File: src/rtl/cd_pkt_pkg.sv
// Shared CD-mesh packet definitions: field positions, op encodings,
// reply marker bit, LLC service FSM encoding and the reply builder.
package cd_pkt_pkg;

  localparam int PKT_W     = 64;

  // Header field positions
  localparam int VC_BIT    = 63;
  localparam int DX_BIT    = 62;
  localparam int DY_BIT    = 61;
  localparam int RSV_MSB   = 60;
  localparam int RSV_LSB   = 56;
  localparam int OP_BIT    = 56;  // rsv[0]
  localparam int REPLY_BIT = 57;  // rsv[1]
  localparam int HX_MSB    = 55;
  localparam int HX_LSB    = 52;
  localparam int HY_MSB    = 51;
  localparam int HY_LSB    = 48;
  localparam int SRCX_MSB  = 47;
  localparam int SRCX_LSB  = 40;
  localparam int SRCY_MSB  = 39;
  localparam int SRCY_LSB  = 32;

  // Payload field positions
  localparam int ADDR_MSB  = 31;
  localparam int ADDR_LSB  = 24;
  localparam int PAD_MSB   = 23;
  localparam int PAD_LSB   = 16;
  localparam int DATA_MSB  = 15;
  localparam int DATA_LSB  = 0;

  // Operation encodings carried in rsv[0]
  localparam logic OP_READ  = 1'b0;
  localparam logic OP_WRITE = 1'b1;

  // LLC service FSM
  typedef enum logic [1:0] {
    ST_IDLE = 2'd0,
    ST_WAIT = 2'd1,
    ST_RESP = 2'd2
  } llc_state_t;

  // Reply = request header with the reply marker set, address kept,
  // pad byte cleared and the data field replaced by the returned data.
  function automatic logic [PKT_W-1:0] build_reply(input logic [PKT_W-1:0] req,
                                                   input logic [15:0]      data);
    logic [PKT_W-1:0] rep;
    rep                     = req;
    rep[REPLY_BIT]          = 1'b1;
    rep[PAD_MSB:PAD_LSB]    = 8'h00;
    rep[DATA_MSB:DATA_LSB]  = data;
    return rep;
  endfunction

endpackage

File: src/rtl/cd_llc_req_fifo.sv
// Parameterised synchronous FIFO with registered storage. Pointers carry
// one extra wrap bit so full and empty are told apart. Push while full and
// pop while empty are ignored. Ready is not passed through a same-cycle pop.
module cd_llc_req_fifo #(
  parameter int WIDTH = 64,
  parameter int DEPTH = 4
) (
  input  logic             clk,
  input  logic             reset,
  input  logic             push,
  input  logic             pop,
  input  logic [WIDTH-1:0] din,
  output logic [WIDTH-1:0] dout,
  output logic             full,
  output logic             empty
);

  localparam int AW = $clog2(DEPTH);

  generate
    if (DEPTH < 2 || (DEPTH & (DEPTH - 1)) != 0) begin : g_bad_depth
      $error("cd_llc_req_fifo: DEPTH must be a power of two and at least 2");
    end
  endgenerate

  logic [AW:0]      wr_ptr;
  logic [AW:0]      rd_ptr;
  logic [WIDTH-1:0] store [DEPTH];
  logic             do_push;
  logic             do_pop;

  assign do_push = push & ~full;
  assign do_pop  = pop & ~empty;
  assign empty   = (wr_ptr == rd_ptr);
  assign full    = (wr_ptr[AW] != rd_ptr[AW]) && (wr_ptr[AW-1:0] == rd_ptr[AW-1:0]);
  assign dout    = store[rd_ptr[AW-1:0]];

  // Advance write/read pointers; both may move in the same cycle.
  always_ff @(posedge clk) begin
    if (reset) begin
      wr_ptr <= {(AW+1){1'b0}};
      rd_ptr <= {(AW+1){1'b0}};
    end else begin
      if (do_push) begin
        wr_ptr <= wr_ptr + (AW+1)'(1);
      end
      if (do_pop) begin
        rd_ptr <= rd_ptr + (AW+1)'(1);
      end
    end
  end

  // Entry storage; contents are only meaningful between the pointers.
  always_ff @(posedge clk) begin
    if (do_push) begin
      store[wr_ptr[AW-1:0]] <= din;
    end
  end

endmodule

File: src/rtl/cd_llc_node.sv
// LLC-side endpoint of the CD-mesh crossbar: queues requests, services
// reads/writes against a 256x16 array after SRV_LAT wait cycles and returns
// one reply per request, in order, carrying the requester's coordinates.
// Optional feature macro: CD_LLC_MISROUTE_CHK_EN (drop and count requests
// whose hx[1:0] does not match LLC_ID).
module cd_llc_node
  import cd_pkt_pkg::*;
#(
  parameter int DATA_W     = 64,
  parameter int LLC_ID     = 0,
  parameter int FIFO_DEPTH = 4,
  parameter int SRV_LAT    = 2
) (
  input  logic              clk,
  input  logic              reset,
  input  logic              req_si,
  output logic              req_ri,
  input  logic [DATA_W-1:0] req_di,
  output logic              rep_so,
  input  logic              rep_ro,
  output logic [DATA_W-1:0] rep_do,
  output logic [7:0]        err_cnt
);

  localparam int CNT_W = $clog2(SRV_LAT + 1);

  generate
    if (DATA_W != PKT_W || LLC_ID < 0 || LLC_ID > 3 || SRV_LAT < 1) begin : g_bad_param
      $error("cd_llc_node: unsupported parameter combination");
    end
  endgenerate

  llc_state_t        state;
  logic [CNT_W-1:0]  cnt;
  logic [PKT_W-1:0]  work;
  logic [15:0]       mem [256];
  logic [255:0]      mem_vld;

  logic              push;
  logic              pop;
  logic [PKT_W-1:0]  fifo_dout;
  logic              fifo_full;
  logic              fifo_empty;

  logic [7:0]        addr;
  logic [15:0]       wdata;
  logic              is_wr;
  logic [15:0]       rd_data;
  logic              svc;
  logic              mem_we;

  cd_llc_req_fifo #(
    .WIDTH (PKT_W),
    .DEPTH (FIFO_DEPTH)
  ) u_req_fifo (
    .clk   (clk),
    .reset (reset),
    .push  (push),
    .pop   (pop),
    .din   (req_di),
    .dout  (fifo_dout),
    .full  (fifo_full),
    .empty (fifo_empty)
  );

  assign req_ri = ~fifo_full;
  assign pop    = (state == ST_IDLE) && !fifo_empty;

`ifdef CD_LLC_MISROUTE_CHK_EN
  localparam logic [1:0] LLC_ID_L = 2'(LLC_ID);

  logic       misroute;
  logic [7:0] err_q;

  assign misroute = (req_di[HX_LSB+1:HX_LSB] != LLC_ID_L);
  assign push     = req_si & req_ri & ~misroute;
  assign err_cnt  = err_q;

  // Count misrouted requests swallowed at the handshake, saturating at 255.
  always_ff @(posedge clk) begin
    if (reset) begin
      err_q <= 8'd0;
    end else if (req_si && req_ri && misroute && (err_q != 8'hFF)) begin
      err_q <= err_q + 8'd1;
    end
  end
`else
  assign push    = req_si & req_ri;
  assign err_cnt = 8'd0;
`endif

  // Work-register decode and the access that completes on the last WAIT cycle.
  assign addr    = work[ADDR_MSB:ADDR_LSB];
  assign wdata   = work[DATA_MSB:DATA_LSB];
  assign is_wr   = (work[OP_BIT] == OP_WRITE);
  assign svc     = (state == ST_WAIT) && (cnt == CNT_W'(1));
  assign mem_we  = svc && is_wr;
  // Locations never written since reset read as zero.
  assign rd_data = mem_vld[addr] ? mem[addr] : 16'h0000;

  // Service FSM: pop into the work register, wait SRV_LAT cycles, then hold
  // the reply until the crossbar takes it.
  always_ff @(posedge clk) begin
    if (reset) begin
      state  <= ST_IDLE;
      cnt    <= {CNT_W{1'b0}};
      work   <= {PKT_W{1'b0}};
      rep_so <= 1'b0;
      rep_do <= {DATA_W{1'b0}};
    end else begin
      case (state)
        ST_IDLE: begin
          if (!fifo_empty) begin
            work  <= fifo_dout;
            cnt   <= CNT_W'(SRV_LAT);
            state <= ST_WAIT;
          end
        end
        ST_WAIT: begin
          cnt <= cnt - CNT_W'(1);
          if (svc) begin
            rep_do <= build_reply(work, is_wr ? wdata : rd_data);
            rep_so <= 1'b1;
            state  <= ST_RESP;
          end
        end
        ST_RESP: begin
          if (rep_ro) begin
            rep_so <= 1'b0;
            state  <= ST_IDLE;
          end
        end
        default: begin
          rep_so <= 1'b0;
          state  <= ST_IDLE;
        end
      endcase
    end
  end

  // Per-location written flags; clearing these clears the array on reset.
  always_ff @(posedge clk) begin
    if (reset) begin
      mem_vld <= 256'd0;
    end else if (mem_we) begin
      mem_vld[addr] <= 1'b1;
    end
  end

  // Storage array data; validity is tracked separately so no reset is needed.
  always_ff @(posedge clk) begin
    if (mem_we) begin
      mem[addr] <= wdata;
    end
  end

endmodule

File: config.mk
export PLATFORM = sky130hd
export DESIGN_NAME = cd_llc_node
export DESIGN_NICKNAME = d
export VERILOG_FILES = /design/src/rtl/cd_pkt_pkg.sv /design/src/rtl/cd_llc_req_fifo.sv /design/src/rtl/cd_llc_node.sv
export SDC_FILE = /design/constraint.sdc
export NUM_CORES = 2
export LEC_CHECK = 0
export ABC_AREA = 1
export CAP_MARGIN = 10
export CORE_UTILIZATION = 63
export CTS_BUF_LIST = sky130_fd_sc_hd__clkbuf_16
export CTS_CLUSTER_SIZE = 16
export DETAILED_ROUTE_END_ITERATION = 12
export PLACE_DENSITY = 0.78
export SLEW_MARGIN = 20
export SYNTH_ARGS = -nofsm -noshare
export SYNTH_HDL_FRONTEND = slang
export SYNTH_MEMORY_MAX_BITS = 65536
export SYNTH_SLANG_ARGS = --single-unit
export TNS_END_PERCENT = 1
File: constraint.sdc
create_clock -name clk -period 5.1 [get_ports clk]
set_input_delay 0.51 -clock clk [delete_from_list [all_inputs] [get_ports clk]]
set_output_delay 0.51 -clock clk [all_outputs]
set_load 0.1 [all_outputs]
==> metrics list <==
- In this run, CTS created clock tree buffers numbering between 400 and 500.
* Worst setup timing slack at the placement stage: around 800 ps
- CP Cell Sequence: nor2_4 -> buf_12 -> buf_4 -> inv_1 -> nor2_1 -> clkinv_2 -> nor2_1 -> buf_4
- Register Area: around 0.14 mm2
- Top-level I/O count: 142
- Outcome: complete, no violations
- Dividing the detail-routed via count by the number of cells gives 6.28.
- The critical path is of the register to register type.
- Post-cts repair resize count: 0
- After the first detailed-routing iteration, the DRC count stood at 17000.
- Multi-input gate area: 0.0385 mm2
- Setup slack, reg-to-reg: 200 ps
- Maximum clock rate: between 200 and 250 MHz
* Area growth from synthesis to layout: 12.0%
* Number of antenna violations at the first check in global routing: 24
- Critical path capture point type: register
- Max_cap viols: 0
* Level count of the clock H-tree: 5
* Overall Power: 105 mW
- Number of buffer and inverter instances along the worst setup path: 5
- Post-CTS repair timing setup buffer count: 0
* Maximum fanout along the worst path: 38
* Wire length per cell: approximately 27 um
- Arrival time at the worst endpoint: 5520 ps
* Global-route wire length before repair: 726 mm
- The congestion estimate from routability-driven global placement came to 0.979.
* Final Hold Viols: 0
* Number of buffers on the longest clock path: 4
* Die footprint: 0.287 mm2
* Overall routing resource usage: 0.346
- Subtracting the final worst setup slack from the clock period gives ~4900 ps.
* Final worst clock skew: 65.6 ps
- Largest incremental delay on the critical path: 910 ps
- For the worst setup path, the data required time is 5720 ps.
- Final design utilization: 0.711
* Master of the slowest instance on the critical path: sky130_fd_sc_hd__clkinv_2
- Area of the core: 0.283 mm2
- In this run the tightest slew margin relative to its limit is 0.156.
- For this run, design rule violations remaining after detail routing come to 0.
* Placement row count: 195
- In the finished design, the share of the clock period the worst path needs comes to 0.960.
- Count of buffers from port buffering: 116
* Via count: about 120k
- The detail route stage leaves a number of antenna-violating nets equal to 0.
* Top Family by Delay on Critical Path: buffers and inverters
* Starting Density: 0.635
- EDFF count, synth: ~4300
- Class of the most critical hold timing path: primary input to register
- The via count of the first global-routing pass was 114000.
* Final setup margin: 205 ps
- Clock-pin slew was measured on the worst setup and hold paths at around 60 ps.
- Summed over all layers, the global routing overflow is 0.
* Hold_buf cts: 1
- CTS saw around 4700 sinks.
- Maximum number of pins on one net before global-route repair: 165
- Router iterations before antenna repair: 8
* Setup repair after global routing missed its margin: no
* Clock insertion delay at the later pin of the skew report: 980 ps
- The HPWL after detailed placement is 284 mm.
- Of the cells placed in the final design, the portion with a size suffix greater than 1 is 0.0828.
- Cell type with the largest total area after synthesis: sky130_fd_sc_hd__edfxtp_1
* DIE HEIGHT: 536 um
- The die is roughly 540 um wide.
- Setup violations, final: 0
- Crit start category: register
- For the pin with the worst max-slew slack, the measured transition is 1270 ps.
- Synthesis handed over a netlist of 14400 instances.
- Of the synthesized area, sequential elements account for 0.763.
* Setup TNS Final: 0 ps
* Avg Cell Area, Syn: ~12 um2
- Of the post-synthesis cell area, the dominant cell type holds 0.721.
- Final-report max-slew violation count: 0
- Peak supply drop: 505 uV
- Post-Syn Area: 0.180 mm2
- Number of synthesis warnings: 0
- Share of async-settable or async-resettable flops after synthesis: 0
* Post-synthesis cell type count: 35
- In this run the power density over the cells is 524 mW/mm2.
* Largest cells by area after synthesis: sky130_fd_sc_hd__edfxtp_1, sky130_fd_sc_hd__nand2_1, sky130_fd_sc_hd__dfxtp_1
- TritonCTS built the clock tree.
- For this design the static power due to leakage is 72.0 nW.
- The tree is rooted in a sky130_fd_sc_hd__clkbuf_16.
* Count of filler cells inserted in the layout: between 15000 and 20000
* Final nets: 14800
- In this run, synthesis produced a sequential element count of around 4700.
- Predominant post-synthesis flop cell: sky130_fd_sc_hd__edfxtp_1
- Detailed-route wire length: 501 mm
- Hold slack final: 203 ps
[cells in the mapped netlist (2+ instances only)]
library cell,n
sky130_fd_sc_hd__nor2_1,1263
sky130_fd_sc_hd__o21ai_1,186
sky130_fd_sc_hd__o21a_1,17
sky130_fd_sc_hd__edfxtp_1,4316
sky130_fd_sc_hd__ha_1,6
sky130_fd_sc_hd__inv_1,65
sky130_fd_sc_hd__nand2_1,5469
sky130_fd_sc_hd__nor2_2,2
sky130_fd_sc_hd__o21ai_0,340
sky130_fd_sc_hd__buf_4,45
sky130_fd_sc_hd__o22ai_1,7
sky130_fd_sc_hd__buf_2,482
sky130_fd_sc_hd__dfxtp_1,378
sky130_fd_sc_hd__a31oi_1,48
sky130_fd_sc_hd__inv_2,3
sky130_fd_sc_hd__inv_4,3
sky130_fd_sc_hd__nand4_1,605
sky130_fd_sc_hd__clkbuf_1,228
sky130_fd_sc_hd__nand3b_1,2
sky130_fd_sc_hd__a21oi_1,153
sky130_fd_sc_hd__a22oi_1,660
sky130_fd_sc_hd__buf_1,39
sky130_fd_sc_hd__nand3_1,59
sky130_fd_sc_hd__buf_6,11
sky130_fd_sc_hd__clkinv_1,2
[worst register-to-register path, delay by kind of cell (launching register included)]
kind,cells,cell delay (ps)
buffers and inverters,5,2260
DFF,1,480
and+or+nand+nor,3,1810
[state kept, by name, summed over array words and instances, names as in the netlist]
signal	cells
u_req_fifo.rd_ptr	3
rep_do	56
mem	4096
work	55
mem_vld	256
rep_so	1
state	2
u_req_fifo.wr_ptr	3
cnt	2
u_req_fifo.store	220
[power by group]
group          total [mW]  internal (mW)  switching [mW]
Sequential           46.9           45.7            1.17
Combinational        26.6           5.98            20.6
Clock                31.9           17.9            14.0
Total                 105           69.6            35.8
[area by class of cell]
cell class	instances	area share
inverters	73	0.00158
well taps	3743	0.0233
clock inverters	366	0.0140
diodes	16	0.000199
flip-flops and latches	4694	0.682
multi-input cells	8842	0.191
repair buffers	687	0.0323
clock buffers	448	0.0557
[cells by family after synthesis]
family | after synthesis | share of synthesized area
and+or+nand+nor | 7405 | 0.164
DFF | 4694 | 0.763
AOI/OAI and AO/OA | 1413 | 0.0492
buffers and inverters | 878 | 0.0231
adders and majority gates | 6 | 0.000418
xor gates and xnor gates | 2 | 0.0000975
other | 1 | 0.0000209
[worst paths after layout]
kind / depth (start not counted) / startpoint / end
worst max register to register: 8 / work[24] / mem[84][6]
worst max-delay path: 8 / work[24] / mem[84][6]
worst min-delay path: 1 / req_di[32] / u_req_fifo.store[3][32]
worst min register to register: 2 / mem_vld[119] / mem_vld[119]
[cell usage in the layout, fill, tap and decap left out, types with 2 or more instances in the layout]
cell / Yosys / final
sky130_fd_sc_hd__inv_16: 0 / 6
sky130_fd_sc_hd__clkinv_4: 0 / 5
sky130_fd_sc_hd__nand3_1: 59 / 59
sky130_fd_sc_hd__buf_4: 45 / 486
sky130_fd_sc_hd__buf_12: 0 / 84
sky130_fd_sc_hd__clkinvlp_4: 0 / 8
sky130_fd_sc_hd__nand3b_1: 2 / 2
sky130_fd_sc_hd__a31oi_1: 48 / 48
sky130_fd_sc_hd__edfxtp_1: 4316 / 4316
sky130_fd_sc_hd__clkbuf_16: 0 / 448
sky130_fd_sc_hd__o21ai_0: 340 / 339
sky130_fd_sc_hd__o21a_1: 17 / 17
sky130_fd_sc_hd__o22ai_1: 7 / 7
sky130_fd_sc_hd__diode_2: 0 / 16
sky130_fd_sc_hd__inv_1: 65 / 147
sky130_fd_sc_hd__conb_1: 1 / 16
sky130_fd_sc_hd__dfxtp_1: 378 / 358
sky130_fd_sc_hd__ha_1: 6 / 6
sky130_fd_sc_hd__nand2_1: 5469 / 5469
sky130_fd_sc_hd__inv_6: 0 / 6
sky130_fd_sc_hd__nor2_2: 2 / 2
sky130_fd_sc_hd__inv_2: 3 / 21
sky130_fd_sc_hd__a21oi_1: 153 / 153
sky130_fd_sc_hd__bufinv_16: 0 / 39
sky130_fd_sc_hd__dfxtp_4: 0 / 19
sky130_fd_sc_hd__clkinv_16: 0 / 4
sky130_fd_sc_hd__clkinv_2: 0 / 98
sky130_fd_sc_hd__o21ai_1: 186 / 187
sky130_fd_sc_hd__clkdlybuf4s50_1: 0 / 115
sky130_fd_sc_hd__a22oi_1: 660 / 660
sky130_fd_sc_hd__nand4_1: 605 / 605
sky130_fd_sc_hd__nor2_4: 1 / 13
sky130_fd_sc_hd__nor2_1: 1263 / 1251
sky130_fd_sc_hd__clkinv_8: 0 / 4
sky130_fd_sc_hd__clkinv_1: 2 / 99
[routing by layer]
metal | GRT usage | vias up | routed length [um]
li1 | - | 51400 | -
met1 | 0.455 | 56900 | 172000
met2 | 0.525 | 8694 | 225000
met3 | 0.100 | 1538 | 73200
met4 | 0.191 | 32 | 30700
met5 | 0.00167 | - | 291
[stage by stage]
step,instance area (um2),cells
after floorplan,180000,14400
after global placement,187000,18000
after detailed placement,187000,18000
after CTS,201000,18900
after global routing,201000,18900
final,201000,18900
(Power assumes the default switching activity.)
